**config.mk**
```make
export PLATFORM = sky130hd
export DESIGN_NAME = instr_issue_queue
export DESIGN_NICKNAME = d
export VERILOG_FILES = /design/src/rtl/instr_issue_queue.sv
export SDC_FILE = /design/constraint.sdc
export NUM_CORES = 2
export LEC_CHECK = 0
export BUFFER_PORTS_ARGS = -buffer_cell sky130_fd_sc_hd__buf_4
export CORE_MARGIN = 3
export CORE_UTILIZATION = 40
export DETAILED_ROUTE_END_ITERATION = 7
export PLACE_DENSITY = 0.66
export SYNTH_ARGS = -nofsm -noshare
export SYNTH_HDL_FRONTEND = slang
export SYNTH_SLANG_ARGS = --single-unit
```
**constraint.sdc**
```tcl
create_clock -name clk -period 32.8 [get_ports clk]
set_clock_uncertainty 0.05 [all_clocks]
set_input_delay 6.56 -clock clk [delete_from_list [all_inputs] [get_ports clk]]
set_output_delay 6.56 -clock clk [all_outputs]
set_load 0.005 [all_outputs]
```
**src/rtl/instr_issue_queue.sv**
```systemverilog
// Out-of-order issue queue: tag-based wakeup, oldest-ready select, age-based squash.
// Each entry holds the renamed source tags and their ready bits, the age count and the payload.
module instr_issue_queue #(
  parameter int DEPTH     = 8,
  parameter int TAG_W     = 6,
  parameter int PAYLOAD_W = 96
) (
  input  logic                         clk,
  input  logic                         rst,
  input  logic                         enq_valid,
  output logic                         enq_ready,
  input  logic [TAG_W-1:0]             enq_rs_phys,
  input  logic [TAG_W-1:0]             enq_rt_phys,
  input  logic                         enq_rs_rdy,
  input  logic                         enq_rt_rdy,
  input  logic [31:0]                  enq_count,
  input  logic [PAYLOAD_W-1:0]         enq_payload,
  input  logic                         wb_valid,
  input  logic [TAG_W-1:0]             wb_tag,
  output logic                         issue_valid,
  input  logic                         issue_ready,
  output logic [TAG_W-1:0]             issue_rs_phys,
  output logic [TAG_W-1:0]             issue_rt_phys,
  output logic [31:0]                  issue_count,
  output logic [PAYLOAD_W-1:0]         issue_payload,
  input  logic                         flush,
  input  logic [31:0]                  flush_count,
  input  logic                         flush_all,
  output logic [$clog2(DEPTH+1)-1:0]   occupancy
);

  localparam int IDX_W = $clog2(DEPTH);
  localparam int OCC_W = $clog2(DEPTH+1);

  logic [DEPTH-1:0]     valid;
  logic [DEPTH-1:0]     rs_rdy;
  logic [DEPTH-1:0]     rt_rdy;
  logic [TAG_W-1:0]     rs_tag  [DEPTH];
  logic [TAG_W-1:0]     rt_tag  [DEPTH];
  logic [31:0]          count   [DEPTH];
  logic [PAYLOAD_W-1:0] payload [DEPTH];

  logic [DEPTH-1:0] valid_next;
  logic [OCC_W-1:0] occ_next;
  logic [IDX_W-1:0] sel_idx;
  logic [IDX_W-1:0] free_idx;
  logic             sel_found;
  logic             any_flush;
  logic             enq_fire;
  logic             issue_fire;

  // Wrap-safe age compare: a is older than b when (a - b) is negative.
  function automatic logic is_older(input logic [31:0] a, input logic [31:0] b);
    logic [31:0] d;
    d = a - b;
    return d[31];
  endfunction

  always_comb begin
    sel_found = 1'b0;
    sel_idx   = '0;
    for (int i = 0; i < DEPTH; i++) begin
      if (valid[i] && rs_rdy[i] && rt_rdy[i]) begin
        if (!sel_found || is_older(count[i], count[sel_idx])) begin
          sel_found = 1'b1;
          sel_idx   = IDX_W'(i);
        end
      end
    end
  end

  always_comb begin
    free_idx = '0;
    for (int i = DEPTH-1; i >= 0; i--) begin
      if (!valid[i]) free_idx = IDX_W'(i);
    end
  end

  assign any_flush   = flush | flush_all;
  assign enq_ready   = (occupancy < OCC_W'(DEPTH));
  assign issue_valid = sel_found && !any_flush;
  assign enq_fire    = enq_valid && enq_ready && !any_flush;
  assign issue_fire  = issue_valid && issue_ready;

  assign issue_rs_phys = issue_valid ? rs_tag[sel_idx]  : '0;
  assign issue_rt_phys = issue_valid ? rt_tag[sel_idx]  : '0;
  assign issue_count   = issue_valid ? count[sel_idx]   : '0;
  assign issue_payload = issue_valid ? payload[sel_idx] : '0;

  always_comb begin
    valid_next = valid;
    if (flush_all) begin
      valid_next = '0;
    end else if (flush) begin
      for (int i = 0; i < DEPTH; i++) begin
        if ($signed(count[i] - flush_count) > 0) valid_next[i] = 1'b0;
      end
    end else begin
      // The free slot is invalid and the selected slot is valid, so they never collide.
      if (issue_fire) valid_next[sel_idx]  = 1'b0;
      if (enq_fire)   valid_next[free_idx] = 1'b1;
    end
  end

  always_comb begin
    occ_next = '0;
    for (int i = 0; i < DEPTH; i++) begin
      occ_next = occ_next + OCC_W'(valid_next[i]);
    end
  end

  always_ff @(posedge clk) begin
    if (rst) begin
      valid     <= '0;
      rs_rdy    <= '0;
      rt_rdy    <= '0;
      occupancy <= '0;
    end else begin
      valid     <= valid_next;
      occupancy <= occ_next;
      for (int i = 0; i < DEPTH; i++) begin
        if (wb_valid && valid[i] && (rs_tag[i] == wb_tag)) rs_rdy[i] <= 1'b1;
        if (wb_valid && valid[i] && (rt_tag[i] == wb_tag)) rt_rdy[i] <= 1'b1;
      end
      if (enq_fire) begin
        rs_tag[free_idx]  <= enq_rs_phys;
        rt_tag[free_idx]  <= enq_rt_phys;
        rs_rdy[free_idx]  <= enq_rs_rdy | (wb_valid && (wb_tag == enq_rs_phys));
        rt_rdy[free_idx]  <= enq_rt_rdy | (wb_valid && (wb_tag == enq_rt_phys));
        count[free_idx]   <= enq_count;
        payload[free_idx] <= enq_payload;
      end
    end
  end

endmodule

```
==> results.json <==
{
  "setup_ws_ns": 0.819,
  "arrival_ns": 25.37,
  "r2r_cells": 128,
  "ys_warn_count": 0,
  "hold_viol_final": 0,
  "critPathKind": "reg -> out",
  "ant_nets": 0,
  "syn_avg_cell_area_sq_um": 10.7,
  "place.gp.congestion": 1.03,
  "critPathSlowestCell": "or3_2",
  "p_clk_frac": 0.430,
  "worstHoldStart": "rt_rdy[2]",
  "tightest_slew_ns": 1.65,
  "via_count": 55900,
  "power_density_nw_per_um2": 40.9,
  "slew_viol_final": 64,
  "drt-wirelength-per-cell_um": 29.4,
  "cts_max_level": 3,
  "r2r-start": "count[0][20]",
  "die_w_um": 415,
  "status": "finished with violations",
  "areaGrowthSynthToFinish_pct": 17.0,
  "fmax_mhz": 31.3,
  "cts_inserted_buffers": 121,
  "timing.hold.ws_ns": 0.509,
  "max_cap_viol_count": 0,
  "grt-ovfl-total": 0,
  "synth_cells": 6265,
  "period_share": 0.975,
  "grt_max_degree": 119,
  "rows": 149,
  "viasPerCell": 6.19,
  "hold_class": "reg -> reg",
  "p_int_mw": 2.46,
  "track_usage": 0.296,
  "crit_path_start_kind": "register",
  "clk_latency_ns": 0.77,
  "power_switching_mw": 0.740,
  "holdPathStages": 2,
  "cts_tree": "done",
  "cp_data_required_time_ns": 26.19,
  "drtIter0Drc": 6892,
  "drc": 0,
  "clockBufferDepth": 3,
  "leakagePower_nw": 29.5,
  "grt_antenna_before_repair": 19,
  "clkTransAtPathRegs_ns": 0.07,
  "post-route-min-period_ns": 31.98,
  "fp.dieH_um": 415,
  "pwr-share-seq": 0.504,
  "multi_input_area_sq_um": 31000,
  "port_buffers": 332,
  "grt_first_pass_wirelength_um": 377000,
  "boundaryPins": 333,
  "power.total_mw": 3.20,
  "synth_nets": 6925,
  "synth_ff_type": "edfxtp_1",
  "ys_types": 94,
  "async_reset_ff_frac": 0,
  "rrSetupSlack_ns": 5.94,
  "violations": "max-slew violations",
  "swShare": 0.231,
  "yosysSeqAreaShare": 0.511,
  "setup_viol": 0,
  "root_buffer": "clkbuf_16",
  "dpl_worst_slack_ns": -0.305,
  "end_kind": "output pin",
  "final_util": 0.473,
  "reg2reg_to": "occupancy[2]",
  "layout-drive-gt1-share": 0.149,
  "hpwl_um": 190000,
  "synth-edff-count": 1120,
  "path_common_cell": "buf_4",
  "drtPass1Iterations": 6,
  "peakVddDrop_mv": 0.0469,
  "relSlewSlack": -0.100,
  "final.setup.tns_ns": 0,
  "fillers": 15000,
  "grt_pass1_vias": 52900,
  "core_area_sq_um": 166000,
  "comb_power_share": 0.066,
  "yosys_register_bits": 1148,
  "slowest_delay_ns": 0.52,
  "synth_area_sq_um": 66900,
  "final_nets": 7392,
  "clkSinkCount": 1148,
  "cp_max_fo": 26,
  "hold_end": "rt_rdy[2]",
  "wl_um": 265000,
  "die-area_sq_um": 172000,
  "start_util": 0.404,
  "seq_area_sq_um": 34200,
  "cts_hold_buf": 0
}
==> cell type report <==
class                      instances  area share
antenna                            9    0.000288
sequential                      1148       0.437
clock inverter                    79      0.0105
inverter                         247      0.0119
timing repair buffer             648      0.0693
multi-input combinational       4566       0.397
clock buffer                     146      0.0399
tap                             2189      0.0350
==> power groups by stage <==
stage          sequential, mW  clock, mW  combinational, mW
5_1_grt                  1.61       1.45              0.229
3_5_place_dp             1.65          0              0.204
3_3_place_gp             1.65          0              0.199
2_1_floorplan            1.65          0              0.116
4_1_cts                  1.61       1.40              0.206
6_report                 1.61       1.38              0.211
==> cell families after synthesis <==
family          count (synthesis)  synth area share
flops                        1148             0.511
mux                           205            0.0316
fa+ha+maj                     473            0.0898
buf+inv                       551            0.0321
simple gates                 1985             0.133
compound gates               1696             0.176
xor+xnor                      207            0.0273
==> worst max-delay path, delay by kind of cell, from the launching register on <==
kind                       cells  cell delay (ns)
AOI/OAI and AO/OA             61            12.32
xor gates and xnor gates       1             0.31
adders and majority gates      7             2.14
buffers and inverters         22             4.32
DFF                            1             0.51
muxes                          3             0.93
and+or+nand+nor               26             3.99
==> sequential cells by signal (all words and copies together) (netlist names) <==
register   count
count        256
rs_tag        48
rt_rdy         8
rs_rdy         8
occupancy      4
payload      768
rt_tag        48
valid          8
==> cell usage in the layout (no fill, tap or decap), drive strengths merged, types with 42 or more instances in the layout <==
master	synthesis	layout
a211oi	96	96
a21boi	122	122
a21o	84	84
a21oi	274	274
a31oi	48	48
a32o	90	90
a32oi	103	103
and3	50	50
buf	93	647
clkbuf	211	147
clkinv	0	55
edfxtp	1120	1120
ha	461	461
inv	247	252
mux2i	167	167
nand2	916	916
nand2b	46	46
nand3	117	117
nand4	59	59
nor2	459	459
nor2b	52	52
nor3	93	93
nor4	55	55
o211ai	42	42
o21ai	362	362
o221ai	46	46
o22ai	165	165
xnor2	94	94
xor2	112	112
==> worst max-delay path by stage <==
stage	from	end	slack [ns]
final	count[0][20]	issue_count[7]	0.82
after global routing	count[0][18]	issue_count[7]	-0.1
after CTS	count[0][18]	issue_count[7]	0.11
after detailed placement	count[0][1]	issue_count[7]	-0.31
after global placement	count[0][24]	issue_count[7]	-0.27
after floorplan	count[1][29]	issue_count[8]	3.09
==> synthesized netlist by cell type, drive strengths merged (55+ instances only) <==
| cell type | n | share of area |
|---|---|---|
| edfxtp | 1120 | 0.50 |
| o22ai | 165 | 0.015 |
| nor3 | 93 | 0.0076 |
| inv | 247 | 0.014 |
| a21oi | 274 | 0.021 |
| nor2 | 459 | 0.026 |
| a21o | 84 | 0.0094 |
| xnor2 | 94 | 0.012 |
| mux2i | 167 | 0.025 |
| nand2 | 916 | 0.051 |
| nand3 | 117 | 0.0088 |
| ha | 461 | 0.086 |
| a211oi | 96 | 0.011 |
| a32oi | 103 | 0.013 |
| xor2 | 112 | 0.015 |
| o21ai | 362 | 0.027 |
| buf | 93 | 0.0064 |
| nor4 | 55 | 0.0056 |
| a21boi | 122 | 0.014 |
| clkbuf | 211 | 0.012 |
| nand4 | 59 | 0.0055 |
| a32o | 90 | 0.013 |
==> per-layer routing <==
layer | share of wire | track usage | vias to the layer above
met5 | 0.00039 | 0 | -
met4 | 0.050 | 0.130 | 14
met3 | 0.093 | 0.0595 | 556
met2 | 0.45 | 0.465 | 3010
met1 | 0.41 | 0.396 | 27500
li1 | - | - | 24800
==> metrics by stage <==
step                cell area, sq um  cells
global placement               73700   8750
global route                   78300   9025
detailed placement             73700   8750
CTS                            77700   8976
floorplan                      66900   6265
finish                         78300   9032
==> repair_timing <==
action                                  CTS  global route
gates resized for setup                  13            41
hold endpoints to repair                  0             0
endpoints found under the setup margin  140           140
pin swaps                                 1            15
gates cloned                              0             1
buffers inserted                          1            46
No activity file was read; power rests on OpenSTA's default activity.
